[src/rtl/piso_serializer.sv]
// Parallel-in serial-out shifter, MSB first, with back-to-back frame support.
// Optional even-parity trailer bit when PISO_SERIALIZER_PARITY_EN is defined.
module piso_serializer #(
  parameter int          N    = 8,
  parameter logic [N-1:0] INIT = '0
) (
  input  logic         CLK,
  input  logic         RSTN,
  input  logic         CE,
  input  logic [N-1:0] DIN,
  input  logic         LOAD,
  output logic         READY,
  output logic         Q,
  output logic         QV,
  output logic         LAST,
  output logic         dbg_state
);

`ifdef PISO_SERIALIZER_PARITY_EN
  localparam int F = N + 1;
`else
  localparam int F = N;
`endif
  localparam int             CW       = $clog2(F);
  localparam logic [CW-1:0]  CNT_LAST = CW'(F - 1);

  typedef enum logic {
    IDLE  = 1'b0,
    SHIFT = 1'b1
  } state_t;

  state_t        state, state_n;
  logic [CW-1:0] cnt, cnt_n;
  logic [N-1:0]  sreg, sreg_n;
  logic          at_last;
  logic          accept;

`ifdef PISO_SERIALIZER_PARITY_EN
  logic par, par_n;
`endif

  assign at_last   = (state == SHIFT) && (cnt == CNT_LAST);
  assign READY     = (state == IDLE) || at_last;
  assign accept    = LOAD && READY && CE;
  assign dbg_state = state;

  always_ff @(posedge CLK or negedge RSTN) begin
    if (!RSTN) begin
      state <= IDLE;
      cnt   <= '0;
      sreg  <= INIT;
`ifdef PISO_SERIALIZER_PARITY_EN
      par   <= 1'b0;
`endif
    end else begin
      state <= state_n;
      cnt   <= cnt_n;
      sreg  <= sreg_n;
`ifdef PISO_SERIALIZER_PARITY_EN
      par   <= par_n;
`endif
    end
  end

  // A new word may replace the final bit of the current frame in the same edge.
  always_comb begin
    state_n = state;
    cnt_n   = cnt;
    sreg_n  = sreg;
`ifdef PISO_SERIALIZER_PARITY_EN
    par_n   = par;
`endif
    if (CE) begin
      if (accept) begin
        state_n = SHIFT;
        cnt_n   = '0;
        sreg_n  = DIN;
`ifdef PISO_SERIALIZER_PARITY_EN
        par_n   = ^DIN;
`endif
      end else if (state == SHIFT) begin
        if (cnt == CNT_LAST) begin
          state_n = IDLE;
          cnt_n   = '0;
        end else begin
          sreg_n = {sreg[N-2:0], 1'b0};
          cnt_n  = cnt + 1'b1;
        end
      end
    end
  end

  always_comb begin
    Q    = 1'b0;
    QV   = 1'b0;
    LAST = 1'b0;
    if (state == SHIFT) begin
      QV   = 1'b1;
      LAST = at_last;
`ifdef PISO_SERIALIZER_PARITY_EN
      Q    = at_last ? par : sreg[N-1];
`else
      Q    = sreg[N-1];
`endif
    end
  end

endmodule

[config.mk]
export PLATFORM = sky130hd
export DESIGN_NAME = piso_serializer
export DESIGN_NICKNAME = d
export VERILOG_FILES = /design/src/rtl/piso_serializer.sv
export SDC_FILE = /design/constraint.sdc
export NUM_CORES = 1
export LEC_CHECK = 0
export CORE_UTILIZATION = 41
export CTS_CLUSTER_DIAMETER = 30
export CTS_CLUSTER_SIZE = 24
export DETAILED_ROUTE_END_ITERATION = 16
export PLACE_DENSITY = 0.78
export SETUP_SLACK_MARGIN = 0.1
export SLEW_MARGIN = 20
export SYNTH_ARGS = -nofsm -noshare
export SYNTH_HDL_FRONTEND = slang
export SYNTH_SLANG_ARGS = --single-unit
[constraint.sdc]
create_clock -name CLK -period 1.3 [get_ports CLK]
set_input_delay 0.26 -clock CLK [delete_from_list [all_inputs] [get_ports CLK]]
set_output_delay 0.26 -clock CLK [all_outputs]
set_load 0.02 [all_outputs]
# --- Word-level counts from Yosys, hierarchy flattened ---
# Cells that the tools add are included.
word_totals:
  ff_bits: 12
  out_inout_bits: 5
  word_cells: 26
op_classes:
  n_addsub: 1
  eq_ne: 2
  n_mux: 12
  bitwise: 1
  reduce_logical: 7
ops:
  columns: ["op", "count"]
  rows:
  - ["$mux W8", 3]
  - ["$mux W3", 3]
  - ["$mux W1", 6]
  - ["$add A3 B1 Y3 const B", 1]
  - ["$eq A3 B3 Y1 const B", 1]
  - ["$logic_and A1 B1 Y1", 3]
  - ["$reduce_and A3 Y1", 1]
  - ["$ne A2 B2 Y1 const B", 1]
  - ["$reduce_and A2 Y1", 1]
  - ["$reduce_bool A2 Y1", 1]
  - ["$logic_or A1 B1 Y1", 1]
  - ["$not A1 Y1", 1]

# --- Depth between registers and ports, before layout ---
# Gate-level depths: netlist of run 1.
logic_depth:
  depth_word: 7
  ltp_mapped: 6

# --- Worst setup path before layout of run 1 ---
# Ideal clock, no wire load.
synth_timing:
  path_kind: "flip-flop to flip-flop"
  start: "register cnt[0]"
  end: "register sreg[1]"
  setup_ns: 0.126
  t_arrival_ns: 1.337
  path_slack_ns: -0.163
  path_stages_with_launch: 7
  cell_sequence: "dfrtp_1 > ha_1 > ha_1 > and2b_4 > inv_6 > mux2i_1 > a2bb2oi_1"
synth_between:
  elab_chain_len: 7
  word_cells_on_any_way: 9
synth_rtl:
  columns: ["element", "line", "rtl"]
  rows:
  - ["start, declared", "33", "logic [CW-1:0] cnt, cnt_n;"]
  - ["start signal, assigned", "57", "cnt <= cnt_n;"]
  - ["$eq A3 B3 Y1 (*)", "42", "assign at_last = (state == SHIFT) && (cnt == CNT_LAST);"]
  - ["$logic_and A1 B1 Y1 (*)", "42", null]
  - ["$logic_or A1 B1 Y1 (*)", "43", "assign READY = (state == IDLE) || at_last;"]
  - ["named net READY", "12", "output logic READY,"]
  - ["$logic_and A1 B1 Y1 (*) (2 in a row)", "44", "assign accept = LOAD && READY && CE;"]
  - ["$ne A2 B2 Y1 (no source line) or $reduce_bool A2 Y1 (tied branches)", null, null]
  - ["$reduce_and A3 Y1 (no source line)", null, null]
  - ["end signal, assigned", "58", "sreg <= sreg_n;"]
  - ["end, declared", "34", "logic [N-1:0] sreg, sreg_n;"]
# The timed path passes the listed nets; every way through them passes the cells marked *.
# A chain may end at the register's enable or synchronous reset.

# --- Final worst setup path of run 1 ---
layout_timing:
  start: "register cnt[1]"
  end: "output READY"
layout_between:
  elab_chain_len: 3
layout_rtl:
  columns: ["element", "line"]
  rows:
  - ["$eq A3 B3 Y1", "42"]
  - ["$logic_and A1 B1 Y1", "42"]
  - ["$logic_or A1 B1 Y1", "43"]
  - ["end, declared", "12"]
# Every way passes these cells.

==> key figures, run 1 <==
STA
  – Worst slew pin tran: 0.285 ns
  – Clock skew: between 0.007 and 0.008 ns
  – Final TNS setup: -4.06 ns
  – Period utilisation layout: 134%
  – Final Hold Fails: 0
  – Final WS setup: -0.441 ns
  – Fin crit period: about 1.7 ns
  – Slew Viols, Final: 0
  – Slew headroom: 80.9%
  – Unrepaired setup endpoints after global routing: true
  – Top achievable clock speed: ~570 MHz
  – Final setup violation count: 12

Placement
  – Port Buffer Count: 16
  – DP Area: 948 sq um
  – Gpl congestion: 0.744
  – Placed Cells: 103
  – DP Wirelength: 1.07 mm

Logic synthesis
  – Synth Register Bits: 12
  – Synth Instances: 59
  – Post-synth design cell area: 656 sq um
  – Post-synthesis sequential area ratio: between 40% and 50%
  – Synthesized area per cell: 11.1 sq um
  – Synthesized Nets: 73
  – Synth unique cells: 22
  – YS warnings: 0

Critical path
  – CP required: 1.04 ns
  – FF-to-FF Start: cnt[1]
  – Crit-path max FO: 2
  – Arr. time, crit path: 1.48 ns
  – R2R setup slack: -0.39 ns
  – R2r endpoint: sreg[1]
  – Worst setup SP type: flip-flop
  – Termination of the worst setup path: READY
  – CP startpoint: cnt[1]
  – Setup Crit Path Kind: reg2out
  – Worst setup EP type: primary output
  – FF-to-FF path depth: 7

Floorplan
  – Die Footprint: 1760 sq um
  – DIE WIDTH: 42.0 um
  – Die Ht: 42.0 um
  – Row cnt: 14
  – Core area: 1510 sq um
  – # IOs: 17
  – Initial Util: 43.5%

Power and ir drop
  – Peak supply drop: 1.22 mV
  – Leak pwr: 0.460 nW
  – Pwr dens: 2000 nW/um^2

Route
  – DRT antenna net count: 0
  – First-pass DRT Iterations: 4
  – WL final: 1.52 mm
  – Via-to-Cell Ratio: 5.41
  – # DRC: 0
  – Drt wl/cell: approximately 14 um
  – Via count: between 500 and 600
  – DR iter-0 viols: 5

Run status
  – Status: finished, violations left
  – Failing checks: negative setup slack

Final layout
  – Synth-to-Final Area Change: 67.2%
  – Final instance area: 1100 sq um
  – Fraction of layout instances using a drive strength above 1: between 40% and 50%
  – Commonest non-fill, non-tap cell in the layout: buf_4
  – Commonest cells after routing, fill and taps aside: buf_4, dfrtp_1, clkdlybuf4s50_1, nand2b_1, a2bb2oi_2
  – Fin nets: 109
  – Area occupied by registers: 300 sq um
  – Fill cells: 113
  – Area of the multi-input gates: ~420 sq um
  – Antenna fix cells: 0
  – Non-filler cells in the finished layout: 109

Clock tree
  – Clk Latency, worst-skew pair: 0.28 ns
  – Hold_buf cts: 0
  – CTS clock-pin slew for the worst setup and hold paths: approximately 0.080 ns
  – Clock buffer depth: 2
  – Root buf cell: clkbuf_4
  – CTS tree: yes
  – CTS buffer count: 3
  – # clock sinks: 12
  – H-tree depth: 1

Global routing
  – Tot GR Track Use: about a fifth
  – Number of global-route vias before repair: 568
  – First-pass GRT wire length: 2.51 mm
  – Largest net degree at the start of global routing: 13
  – Initial antenna violation count: 0
  – Gr ovfl total: 0

Flow run
  – Max Cap Violations: 0

Hold path
  – HP Class: in2async
## timing repair
action / in CTS / in global routing
buffers inserted: 2 / 2
pin swaps: 6 / 4
resized for setup: 39 / 13
setup endpoints to repair: 16 / 17
## kinds of logic after synthesis
| group | Yosys count | share of synthesized area, % |
|---|---|---|
| multiplexers | 7 | 10.7 |
| flip-flops | 12 | 45.8 |
| AO/OA/AOI/OAI | 16 | 20.2 |
| AND/OR/NAND/NOR | 16 | 14.3 |
| buffers and inverters | 6 | 5.15 |
| adder cells (fa/ha/maj) | 2 | 3.82 |
## cells in the mapped netlist
cell | count | area, sq um
buf_2 | 2 | 10.0
inv_1 | 2 | 7.51
and2_1 | 2 | 12.5
mux2i_1 | 7 | 70.1
a22o_1 | 2 | 17.5
nand2b_1 | 7 | 43.8
o31ai_1 | 1 | 7.51
nand3_1 | 2 | 10.0
nand2_1 | 3 | 11.3
and2b_4 | 1 | 10.0
a21oi_1 | 1 | 5.00
o21a_1 | 1 | 7.51
buf_4 | 1 | 7.51
o21ai_1 | 1 | 5.00
o21ai_0 | 1 | 5.00
o221ai_1 | 1 | 8.76
nand4_1 | 1 | 6.26
o21a_4 | 1 | 15.0
ha_1 | 2 | 25.0
dfrtp_1 | 12 | 300
a2bb2oi_1 | 7 | 61.3
inv_6 | 1 | 8.76
## worst max-delay path: stages, from the launching register on
cell and delay, ns:
dfrtp_1 0.40, ha_2 0.21, ha_4 0.15, and2b_4 0.28
inv_8 0.04, buf_6 0.12
## registers in the layout (all words and copies together), names as in the netlist
signal     flops
cnt            3
dbg_state      1
sreg           8
## final cells by class
type / instances / area share (%)
clock buffers: 3 / 2.05
inverters: 3 / 1.71
well taps: 16 / 1.83
flip-flops and latches: 12 / 27.4
multi-input cells: 41 / 38.0
repair buffers: 34 / 29.0
## power by group
part,internal (mW),total (mW),switching (mW)
Combinational,0.785,1.32,0.540
Sequential,0.524,0.634,0.110
Clock,0.107,0.235,0.127
Total,1.42,2.19,0.777
## worst min path at each step
stage | from | to | slack (ns)
floorplan | RSTN | cnt[0] | -0.04
global placement | sreg[0] | sreg[0] | 0.51
detailed placement | sreg[0] | sreg[0] | 0.53
CTS | RSTN | cnt[2] | 0.28
global route | RSTN | cnt[2] | 0.28
finish | RSTN | cnt[2] | 0.28
## through the flow
stage          total power, mW  utilization [%]  setup WS [ns]  hold WS [ns]
2_1_floorplan             1.23                -        -0.0877       -0.0356
6_report                  2.19             72.8         -0.441         0.279
3_5_place_dp              1.62             63.0         -0.516         0.525
4_1_cts                   2.02             68.2         -0.416         0.276
3_3_place_gp              1.59             63.0         -0.488         0.514
5_1_grt                   2.33             72.8         -0.484         0.281
## routing by layer
layer | part of all wire, % | track usage (%)
met1 | 42 | 24.6
met2 | 51 | 29.7
met3 | 4.7 | 7.76
met4 | 2.7 | 7.74
met5 | 0 | 0
Note: power is estimated with default switching activity, not from simulation.
==> run 2: changes to the inputs <==
Settings changed: CTS_CLUSTER_DIAMETER 30 to 50.
Clock period 1.3 ns to 1.45 ns, I/O delays scaled along.
==> key figures, run 2 (synthesis gave the netlist of run 1 again) <==
Run status
  – Status: finished, violations left
  – Failing checks: negative setup slack

Floorplan
  – Row cnt: 14 (unchanged)
  – # IOs: 17 (unchanged)
  – Initial Util: 43.5% (unchanged)
  – DIE WIDTH: 42.0 um (unchanged)
  – Core area: 1510 sq um (unchanged)
  – Die Ht: 42.0 um (unchanged)
  – Die Footprint: 1760 sq um (unchanged)

Final layout
  – Fill cells: 136 (+20%)
  – Commonest cells after routing, fill and taps aside: buf_4, dfrtp_1, clkdlybuf4s50_1, nand2b_1, a2bb2oi_1
  – Fraction of layout instances using a drive strength above 1: 37.8% (-11 points)
  – Max FFs per register: 8 (unchanged)
  – Fin nets: 106 (-2.8%)
  – Antenna fix cells: 0 (unchanged)
  – Most flop-heavy register: sreg
  – Final instance area: 1030 sq um (-6.3%)
  – Commonest non-fill, non-tap cell in the layout: buf_4
  – Synth-to-Final Area Change: 56.7%
  – Final Util: 68.2% (-4.6 points)

Route
  – Via-to-Cell Ratio: 5.12 (-5.4%)
  – WL final: 1.43 mm (-6.0%)
  – Via count: 543 (-8.0%)
  – First-pass DRT Iterations: 4 (unchanged)
  – DRT antenna net count: 0 (unchanged)
  – Drt wl/cell: 13.5 um (-3.4%)
  – DR iter-0 viols: 11 (+6)
  – # DRC: 0 (unchanged)

Critical path
  – Crit-path max FO: 2 (unchanged)
  – FF-to-FF Start: cnt[0]
  – Instance count on the critical path: 5 (unchanged)
  – R2r endpoint: sreg[2]
  – R2R setup slack: -0.25 ns (+0.14 ns)
  – FF-to-FF path depth: 8 (+1)
  – Setup Crit Path Kind: reg2out
  – Termination of the worst setup path: READY
  – Slowest-stage cell, CP: dfrtp_1
  – CP required: 1.16 ns (+0.12 ns)
  – Cell family with most CP delay: flip-flops
  – CP startpoint: cnt[0]
  – Worst setup EP type: primary output
  – CP Buf/Inv Count: 2 (unchanged)
  – Critical-path cell list: ha_2 -> ha_4 -> and2b_4 -> inv_8 -> buf_6
  – Worst setup SP type: flip-flop
  – Arr. time, crit path: 1.46 ns (-0.02 ns)
  – Max stage delay on crit path: 0.40 ns (about the same)

Global routing
  – Gr ovfl total: 0 (unchanged)
  – Tot GR Track Use: 18.2% (-1.3 points)
  – First-pass GRT wire length: 2.36 mm (-6.1%)
  – Number of global-route vias before repair: 544 (-4.2%)
  – Initial antenna violation count: 0 (unchanged)
  – Largest net degree at the start of global routing: 13 (unchanged)

Power and ir drop
  – Peak supply drop: 1.41 mV (+15%)
  – Leak pwr: 0.433 nW (-5.9%)
  – Tot Pwr: 1.84 mW (-16%)
  – Pwr dens: 1790 nW/um^2 (-10%)

STA
  – Final setup violation count: 10 (-2)
  – Clock skew: 0.00319 ns (-0.00458 ns)
  – Slew Viols, Final: 0 (unchanged)
  – Period utilisation layout: 121%
  – Final WS setup: -0.304 ns (+0.138 ns)
  – Unrepaired setup endpoints after global routing: true
  – Slew headroom: 80.3% (-0.63 points)
  – Final Hold Fails: 0 (unchanged)
  – Top achievable clock speed: between 500 and 600 MHz
  – Fin crit period: between 1.5 and 2 ns
  – Worst slew pin tran: 0.295 ns (+0.00948 ns)

Placement
  – Gpl congestion: 0.755 (+1.5%)
  – DP Area: 918 sq um (-3.2%)
  – Port Buffer Count: 16 (unchanged)
  – DP Wirelength: 1.05 mm (-1.9%)

Clock tree
  – Clock buffer depth: 2 (unchanged)
  – # clock sinks: 12 (unchanged)
  – Root buf cell: clkbuf_4
  – H-tree depth: 1 (unchanged)
  – CTS tree: yes
  – Clk Latency, worst-skew pair: 0.27 ns (about the same)
  – CTS clock-pin slew for the worst setup and hold paths: 0.07 ns (about the same)
  – CTS buffer count: 3 (unchanged)
  – Hold_buf cts: 0 (unchanged)

Hold path
  – HP Class: in2async

Flow run
  – Max Cap Violations: 0 (unchanged)
## run 2: cell type report
type / count / area [sq um] / share of cell area, %
Sequential cell: 12 / 302 / 29.4
Inverter: 3 / 18.8 / 1.83
Multi-Input combinational cell: 41 / 374 / 36.4
Clock buffer: 3 / 22.5 / 2.19
Tap cell: 16 / 20.0 / 1.95
Timing Repair Buffer: 31 / 290 / 28.3
## run 2: what timing repair did
action / in CTS / in global routing
setup endpoints to repair: 14 / 12
pin swaps: 3 / 2
resized for setup: 27 / 6
buffers inserted: 3 / 1
## run 2: metrics by stage
step | hold slack (ns) | setup slack (ns) | instances | TNS [ns]
floorplan | -0.00559 | 0.0623 | 59 | 0
global placement | 0.510 | -0.372 | 99 | -1.31
detailed placement | 0.525 | -0.423 | 99 | -1.84
CTS | 0.316 | -0.310 | 105 | -2.26
global route | 0.317 | -0.354 | 106 | -2.94
finish | 0.317 | -0.304 | 106 | -2.32
## run 2: worst register-to-register path, cell delays in order, from the launching register on
cell       delay, ns
dfrtp_1         0.40
ha_2            0.21
ha_4            0.15
and2b_4         0.28
inv_8           0.03
buf_4           0.13
buf_12          0.14
mux2i_4         0.18
a2bb2oi_2       0.11
## run 2: worst min path at each step
stage                        from  endpoint  slack (ns)  cells past startpoint
after floorplan              RSTN    cnt[0]      -0.006                      0
after global placement    sreg[0]   sreg[0]        0.51                      2
after detailed placement  sreg[0]   sreg[0]        0.52                      2
after CTS                    RSTN   sreg[3]        0.32                      2
after global routing         RSTN   sreg[3]        0.32                      2
final                        RSTN   sreg[3]        0.32                      2
## run 2: layer usage
layer  part of all wire (%)  track usage [%]
met2                     46             27.8
met1                     48             25.5
met5                      0                0
met3                    3.6             3.02
met4                    1.5             7.74
## run 2: report_power, final
part	leakage, nW	internal (mW)	switching (mW)
sequential	0.136	0.472	0.103
combinational	0.284	0.645	0.417
clock	0.0138	0.0963	0.110
total	0.433	1.21	0.630
